## src/rtl/demux_pkg.sv

```systemverilog
// Shared defaults, channel-count limits and slot state type for the 1-to-N stream demux.
package demux_pkg;

    localparam int DEMUX_DATA_W_DEF = 8;
    localparam int DEMUX_N_CH_DEF   = 4;
    localparam int DEMUX_N_CH_MIN   = 2;
    localparam int DEMUX_N_CH_MAX   = 16;

    typedef enum logic {
        SLOT_EMPTY = 1'b0,
        SLOT_FULL  = 1'b1
    } slot_state_e;

endpackage

```

## src/rtl/demux_ch_slot.sv

```systemverilog
// One output channel of the demux: a single registered entry with valid/ready handshake.
module demux_ch_slot
    import demux_pkg::*;
#(
    parameter int DATA_W = DEMUX_DATA_W_DEF
) (
    input  logic              clk,
    input  logic              rst_n,
    input  logic              load,
    input  logic [DATA_W-1:0] data_in,
    input  logic              out_ready,
    output logic              out_valid,
    output logic [DATA_W-1:0] out_data
);

    slot_state_e state;
    slot_state_e state_next;

    always_ff @(posedge clk or negedge rst_n) begin
        if (!rst_n) begin
            state <= SLOT_EMPTY;
        end else begin
            state <= state_next;
        end
    end

    // A load while draining keeps the slot FULL so the new word follows with no bubble.
    always_comb begin
        state_next = state;
        unique case (state)
            SLOT_EMPTY: begin
                if (load) begin
                    state_next = SLOT_FULL;
                end
            end
            SLOT_FULL: begin
                if (out_ready && !load) begin
                    state_next = SLOT_EMPTY;
                end
            end
            default: state_next = SLOT_EMPTY;
        endcase
    end

    // Data is only written on load, so an emptied slot still shows its last word.
    always_ff @(posedge clk or negedge rst_n) begin
        if (!rst_n) begin
            out_data <= '0;
        end else if (load) begin
            out_data <= data_in;
        end
    end

    assign out_valid = (state == SLOT_FULL);

endmodule

```

## src/rtl/demux_1ton_stream.sv

```systemverilog
// 1-to-N stream demultiplexer: routes each accepted word to the one-entry slot picked by in_sel.
module demux_1ton_stream
    import demux_pkg::*;
#(
    parameter int DATA_W = DEMUX_DATA_W_DEF,
    parameter int N_CH   = DEMUX_N_CH_DEF,
    parameter int SEL_W  = $clog2(N_CH)
) (
    input  logic                   clk,
    input  logic                   rst_n,
    input  logic [DATA_W-1:0]      in_data,
    input  logic [SEL_W-1:0]       in_sel,
    input  logic                   in_valid,
    output logic                   in_ready,
    output logic [N_CH*DATA_W-1:0] out_data,
    output logic [N_CH-1:0]        out_valid,
    input  logic [N_CH-1:0]        out_ready,
    output logic                   err_sel
);

    logic [N_CH-1:0] sel_hit;
    logic [N_CH-1:0] ch_load;
    logic            sel_in_range;
    logic            sel_ready;
    logic            accept;

    always_comb begin
        sel_hit = '0;
        for (int k = 0; k < N_CH; k++) begin
            sel_hit[k] = (in_sel == SEL_W'(k));
        end
    end

    // Out-of-range selects are always accepted so they can be dropped and flagged.
    assign sel_in_range = |sel_hit;
    assign sel_ready    = |(sel_hit & (~out_valid | out_ready));
    assign in_ready     = rst_n && (!sel_in_range || sel_ready);
    assign accept       = in_valid && in_ready;
    assign ch_load      = {N_CH{accept}} & sel_hit;

    always_ff @(posedge clk or negedge rst_n) begin
        if (!rst_n) begin
            err_sel <= 1'b0;
        end else begin
            err_sel <= accept && !sel_in_range;
        end
    end

    for (genvar k = 0; k < N_CH; k++) begin : g_slot
        demux_ch_slot #(
            .DATA_W(DATA_W)
        ) u_slot (
            .clk      (clk),
            .rst_n    (rst_n),
            .load     (ch_load[k]),
            .data_in  (in_data),
            .out_ready(out_ready[k]),
            .out_valid(out_valid[k]),
            .out_data (out_data[k*DATA_W +: DATA_W])
        );
    end

endmodule

```

## config.mk

```make
export PLATFORM = sky130hd
export DESIGN_NAME = demux_1ton_stream
export DESIGN_NICKNAME = d
export VERILOG_FILES = /design/src/rtl/demux_pkg.sv /design/src/rtl/demux_ch_slot.sv /design/src/rtl/demux_1ton_stream.sv
export SDC_FILE = /design/constraint.sdc
export NUM_CORES = 1
export LEC_CHECK = 0
export BUFFER_PORTS_ARGS = -buffer_cell sky130_fd_sc_hd__buf_2
export CORE_MARGIN = 2
export CORE_UTILIZATION = 52
export DETAILED_ROUTE_END_ITERATION = 6
export PLACE_DENSITY = 0.83
export SYNTH_ARGS = -nofsm -noshare
export SYNTH_HDL_FRONTEND = slang
export SYNTH_SLANG_ARGS = --single-unit
```

## constraint.sdc

```tcl
create_clock -name clk -period 2.2 [get_ports clk]
set_input_delay 0 -clock clk [delete_from_list [all_inputs] [get_ports clk]]
set_output_delay 0 -clock clk [all_outputs]
set_load 0.01 [all_outputs]
```

==> results.yml, run 1 <==
outcome:
  status: "finished clean"
drt:
  drt_wl_total_um: 3098
  drt-initial-drc-count: 56
  route.detailed.drc: 0
  first_pass_iters: 4
  num_vias: 1034
  route.antenna.remaining_nets: 0
  viasPerCell: 5.144
  post_drt_wl_per_cell_um: 15.41
synthesis:
  syn-instance-count: 99
  syn-cell-area_um2: 1524
  syn_avg_cell_area_um2: 15.39
  synth_warnings: 0
  netlist.area_leader.share_pct: 60.76
  netlist.top_cell.by_area: "dfrtp_1"
  synthTopCellsByArea: "dfrtp_1 (61%), mux2_2 (18%), mux2_4 (7.9%)"
  yosys.cell_types.count: 21
  ys_ff_latch: 37
  synth_fp_nets: 116
  seq_area_frac_synth_pct: 60.76
setup_path:
  critPathSlowestCell: "or4b_1"
  setup.worst_path.class: "input port to flip-flop"
  worst-path-buf-inv: 2
  cp.arrival_ns: 2.03
  worstPathRequired_ns: 2.42
  endpoint_kind: "flip-flop"
  cp_top_family: "simple AND/OR/NAND/NOR gates"
  crit_fanout: 15
  rrSetupSlack_ns: 0.50
  slowest_delay_ns: 0.74
  cp_cell_sequence: "dlygate4sd3_1 > buf_2 > nand2_1 > or4b_1 > mux2_4"
  start_kind: "input port"
finish:
  drive_gt1_share_pct: 57.06
  diodes: 0
  finalNetCount: 187
  regArea_um2: 925.9
  final_common_cell: "buf_2"
  nFillCells: 212
  final_cell_mix: "buf_2 (54), dfrtp_1 (37), mux2_2 (24)"
  multi_input_area_um2: 530.5
  syn_to_final_growth_pct: 30.62
floorplanning:
  die_height_um: 58.14
  dieArea_um2: 3380
  start_util_pct: 54.79
  core_area_um2: 2781
  fp.dieW_um: 58.14
  ioPinCount: 55
  fp-row-count: 19
cts:
  cts_buffer_depth: 2
  h-tree-depth: 2
  ctsResizeCount: 0
  cts_buffers: 5
  clk_pin_slew_ns: 0.09
  root_buffer: "clkbuf_4"
  clock_sinks: 37
  clk_latency_ns: 0.32
  cts_tree: "yes"
global_routing:
  grt_pass1_vias: 1081
  grt_pass1_wl_um: 5092
  grtUsageMet3_pct: 6.696
  track_usage_pct: 20.38
  grtUsageMet2_pct: 33.60
  grt_use_met1_pct: 27.14
  grt-ovfl-total: 0
  grt.busiest_layer: "met2"
  grt_max_degree: 29
  antenna_found_initial: 0
power_and_ir_drop:
  leakage_nw: 0.9954
  peakVddDrop_mv: 0.8583
  powerDensity_nw_per_um2: 849.6
sta:
  slew_viol_final: 0
  setup_violations: 0
  setup_tns_ns: 0
  max_slew.worst_pin.slew_ns: 0.5906
  relSlewSlack_pct: 60.63
  hold_slack_ns: 0.01634
  clock_skew_ns: 0.003359
  fmax_mhz: 550.8
  layout_min_cycle_time_ns: 1.816
  hold_violations: 0
  rsz0062_at_grt: "false"
  timing.final.crit_share_pct: 82.52
placed_design:
  io_buffers: 54
  hpwl_um: 2134
  globalplace.congestion: 0.7787
hold_path:
  min_path_type: "input port to flip-flop"
flow_run:
  max-cap-violations: 0
-- sequential cells by signal (all words and copies together) (netlist names) --
signal and flops:
g_slot.u_slot.out_data 32, g_slot.u_slot.out_valid 4, err_sel 1
-- power by group --
group	switching (mW)	leakage (nW)	internal, mW
Sequential	0.0745	0.450	0.820
Combinational	0.204	0.514	0.248
Clock	0.194	0.0314	0.151
Total	0.472	0.995	1.22
-- logic make-up (layout without fill, tap and decap cells) --
group | count (synthesis) | after routing | share of synthesized area [%]
compound gates | 9 | 9 | 3.859
buf+inv | 10 | 81 | 4.433
simple gates | 10 | 10 | 5.090
mux | 32 | 32 | 25.62
flops | 37 | 37 | 60.76
other cells | 1 | 1 | 0.2461
-- cells in the mapped netlist, drive strengths merged --
cell,number
a21oi,3
buf,6
conb,1
dfrtp,37
inv,4
mux2,32
nand2,1
nand2b,2
nand3,1
nand3b,1
nand4,1
nand4b,1
nor3b,1
o21ai,4
o311ai,1
o31ai,1
or4b,1
or4bb,1
-- worst paths after layout --
path | depth (start not counted) | endpoint | startpoint
worst max-delay path | 5 | g_slot[0].u_slot.out_data[7] | rst_n
worst min-delay path | 3 | g_slot[2].u_slot.out_valid | out_ready[2]
worst max register to register | 3 | g_slot[0].u_slot.out_data[7] | g_slot[0].u_slot.out_valid
worst min register to register | 1 | g_slot[1].u_slot.out_data[5] | g_slot[1].u_slot.out_data[5]
max in group asynchronous | 3 | g_slot[3].u_slot.out_data[3] | rst_n
min in group asynchronous | 2 | g_slot[1].u_slot.out_valid | rst_n
-- area by class of cell --
cell class / instances / share of cell area, %
Clock buffer: 7 / 2.766
Inverter: 4 / 0.7542
Multi-Input combinational cell: 52 / 26.65
Sequential cell: 37 / 46.51
Tap cell: 31 / 1.948
Timing Repair Buffer: 70 / 21.37
-- timing repair --
item,4_1_cts,5_1_grt
hold endpoints to repair,73,0
buffers inserted,0,0
hold buffers,14,0
-- metal layers --
metal	vias to the layer above	share of wire, %
met4	0	0.61
met2	42	47
met5	-	0
met1	502	45
met3	3	6.8
li1	487	-
-- worst register-to-register path, delay by kind of cell (launching register included) --
family | cells | cell delay, ns
AND/OR/NAND/NOR | 2 | 0.82
flip-flops | 1 | 0.38
multiplexers | 1 | 0.39
-- per-stage QoR --
step                cell area (um^2)  utilization, %  setup slack (ns)  power (mW)  std cells
global placement                1795           64.55            0.5616       1.325        180
floorplan                       1524               -            0.7436       1.137         99
CTS                             1991           71.57            0.3821       1.709        201
finish                          1991           71.57            0.3845       1.691        201
global route                    1991           71.57            0.2792       1.794        201
detailed placement              1795           64.55            0.5070       1.345        180
No activity file was read; power rests on OpenSTA's default activity.
==> inputs of run 2 (changes only) <==
Settings changed: CORE_UTILIZATION 52 to 48, PLACE_DENSITY 0.83 to 0.78.
Clock period 2.2 ns to 1.74 ns, I/O delays scaled along.
==> run 2 against run 1 <==
Core utilization is 3.8 points lower. Power is 26% higher. Flip-flop and latch count stayed put. Combinational power is 28% higher. Critical path type is now input port to primary output. Largest cell class unchanged. Largest power group unchanged.
==> results.yml, run 2 (synthesized netlist as in run 1, its figures left out) <==
sta:
  slew_viol_final: 0
  max_slew.worst_pin.slew_ns: 0.6260
  setup_violations: 0
  fmax_mhz: 616.0
  layout_min_cycle_time_ns: 1.624
  timing.final.crit_share_pct: 93.30
  clock_skew_ns: 0.005482
  rsz0062_at_grt: "false"
  fin_ws_ns: 0.1165
  hold_violations: 0
  relSlewSlack_pct: 58.27
  setup_tns_ns: 0
placed_design:
  globalplace.congestion: 0.7294
  dp_slack_ns: 0.1834
  io_buffers: 54
  hpwl_um: 2300
global_routing:
  grt_pass1_wl_um: 5175
  grt_pass1_vias: 1125
  track_usage_pct: 19.77
  grt-ovfl-total: 0
  antenna_found_initial: 0
  grt_max_degree: 24
finish:
  syn_to_final_growth_pct: 34.73
  final_common_cell: "buf_2"
  largest_reg_flops: 32
  nFillCells: 230
  drive_gt1_share_pct: 57.63
  diodes: 0
  final_cell_mix: "buf_2 (54), dfrtp_1 (37), mux2_2 (24)"
  max_flop_register: "g_slot.u_slot.out_data"
  finalNetCount: 193
cts:
  cts_buffer_depth: 2
  h-tree-depth: 2
  clk_pin_slew_ns: 0.10
  clock_sinks: 37
  clk_latency_ns: 0.33
  root_buffer: "clkbuf_4"
  cts_tree: "yes"
  ctsResizeCount: 0
  cts_setup_buffers: 0
  cts-hold-fix-buffers: 16
  cts_buffers: 5
drt:
  post_drt_wl_per_cell_um: 14.20
  drt-initial-drc-count: 32
  viasPerCell: 4.905
  first_pass_iters: 4
  drt_wl_total_um: 3139
  route.detailed.drc: 0
  route.antenna.remaining_nets: 0
  num_vias: 1084
setup_path:
  crit_path_frequent_cell: "buf_2"
  start_kind: "input port"
  endpoint_kind: "primary output"
  worst-path-buf-inv: 3
  cp_top_family: "buffers and inverters"
  cp.arrival_ns: 1.62
  worstPathRequired_ns: 1.74
  critPathSlowestCell: "dlygate4sd3_1"
  cp_cell_sequence: "dlygate4sd3_1 > buf_2 > or4bb_1 > o311ai_0 > a21oi_1 > buf_2"
  crit_fanout: 10
  slowest_delay_ns: 0.52
  setup.worst_path.class: "input port to primary output"
outcome:
  status: "finished clean"
floorplanning:
  start_util_pct: 50.33
  fp.dieW_um: 60.35
  core_area_um2: 3028
  fp-row-count: 20
  dieArea_um2: 3642
  die_height_um: 60.35
  ioPinCount: 55
flow_run:
  max-cap-violations: 0
power_and_ir_drop:
  leakage_nw: 1.024
  switching_share_pct: 28.94
  pwr-share-seq_pct: 53.2
  p_int_mw: 1.511
  switchingPower_mw: 0.6152
  peakVddDrop_mv: 0.6579
  p_clk_share_pct: 19.6
  powerDensity_nw_per_um2: 1035
  power_frac_comb_pct: 27.2
hold_path:
  min_path_type: "input port to flip-flop"
run 2: cell types whose count changed in the layout (fill, tap and decap cells not counted), sizes merged:
cell	change
clkinv	+2
buf	+4
dlygate4sd3	+2
clkbuf	-1
run 2: path summary, 6_finish.rpt:
kind,from,endpoint,slack (ns),cells past startpoint
worst max-delay path,in_sel[0],in_ready,0.12,6
worst min-delay path,in_valid,g_slot[2].u_slot.out_valid,0.02,3
worst max register to register,g_slot[0].u_slot.out_valid,g_slot[0].u_slot.out_data[0],0.18,4
worst min register to register,g_slot[1].u_slot.out_data[1],g_slot[1].u_slot.out_data[1],0.51,1
max in group asynchronous,rst_n,g_slot[0].u_slot.out_valid,1.01,3
min in group asynchronous,rst_n,g_slot[3].u_slot.out_valid,0.25,3
run 2: routing by layer:
metal / up-vias / track usage [%] / routed length, um
met4: 0 / 9.524 / 48
met2: 37 / 31.06 / 1568
met1: 541 / 25.74 / 1364
met5: - / 0 / 0
met3: 7 / 5.117 / 157
li1: 499 / - / -
run 2: area by class of cell:
class | count | area [um^2] | area share [%]
multi-input combinational | 52 | 530.5 | 25.84
sequential | 37 | 925.9 | 45.09
timing repair buffer | 76 | 475.5 | 23.16
inverter | 4 | 15.01 | 0.7313
clock inverter | 2 | 10.01 | 0.4875
clock buffer | 6 | 41.29 | 2.011
tap | 44 | 55.05 | 2.681
run 2: through the flow:
stage	hold WS (ns)	util (%)	total power, mW	cell area [um^2]	instances
2_1_floorplan	-0.2956	-	1.438	1524	99
3_3_place_gp	-0.1714	60.83	1.682	1842	197
3_5_place_dp	-0.1655	60.83	1.704	1842	197
4_1_cts	0.007162	67.81	2.156	2053	221
5_1_grt	0.01354	67.81	2.259	2053	221
6_report	0.01966	67.81	2.126	2053	221
run 2: worst min-delay path, delay by kind of cell:
family                 cells  cell delay (ns)
AND/OR/NAND/NOR            1             0.11
AO/OA/AOI/OAI              1             0.08
buffers and inverters      1             0.12
run 2: power by group through the flow:
| stage | Sequential, mW | Combinational (mW) | Clock, mW |
|---|---|---|---|
| floorplan | 1.22 | 0.213 | 0 |
| global placement | 1.14 | 0.542 | 0 |
| detailed placement | 1.15 | 0.557 | 0 |
| CTS | 1.13 | 0.585 | 0.439 |
| global route | 1.15 | 0.628 | 0.480 |
| finish | 1.13 | 0.578 | 0.418 |
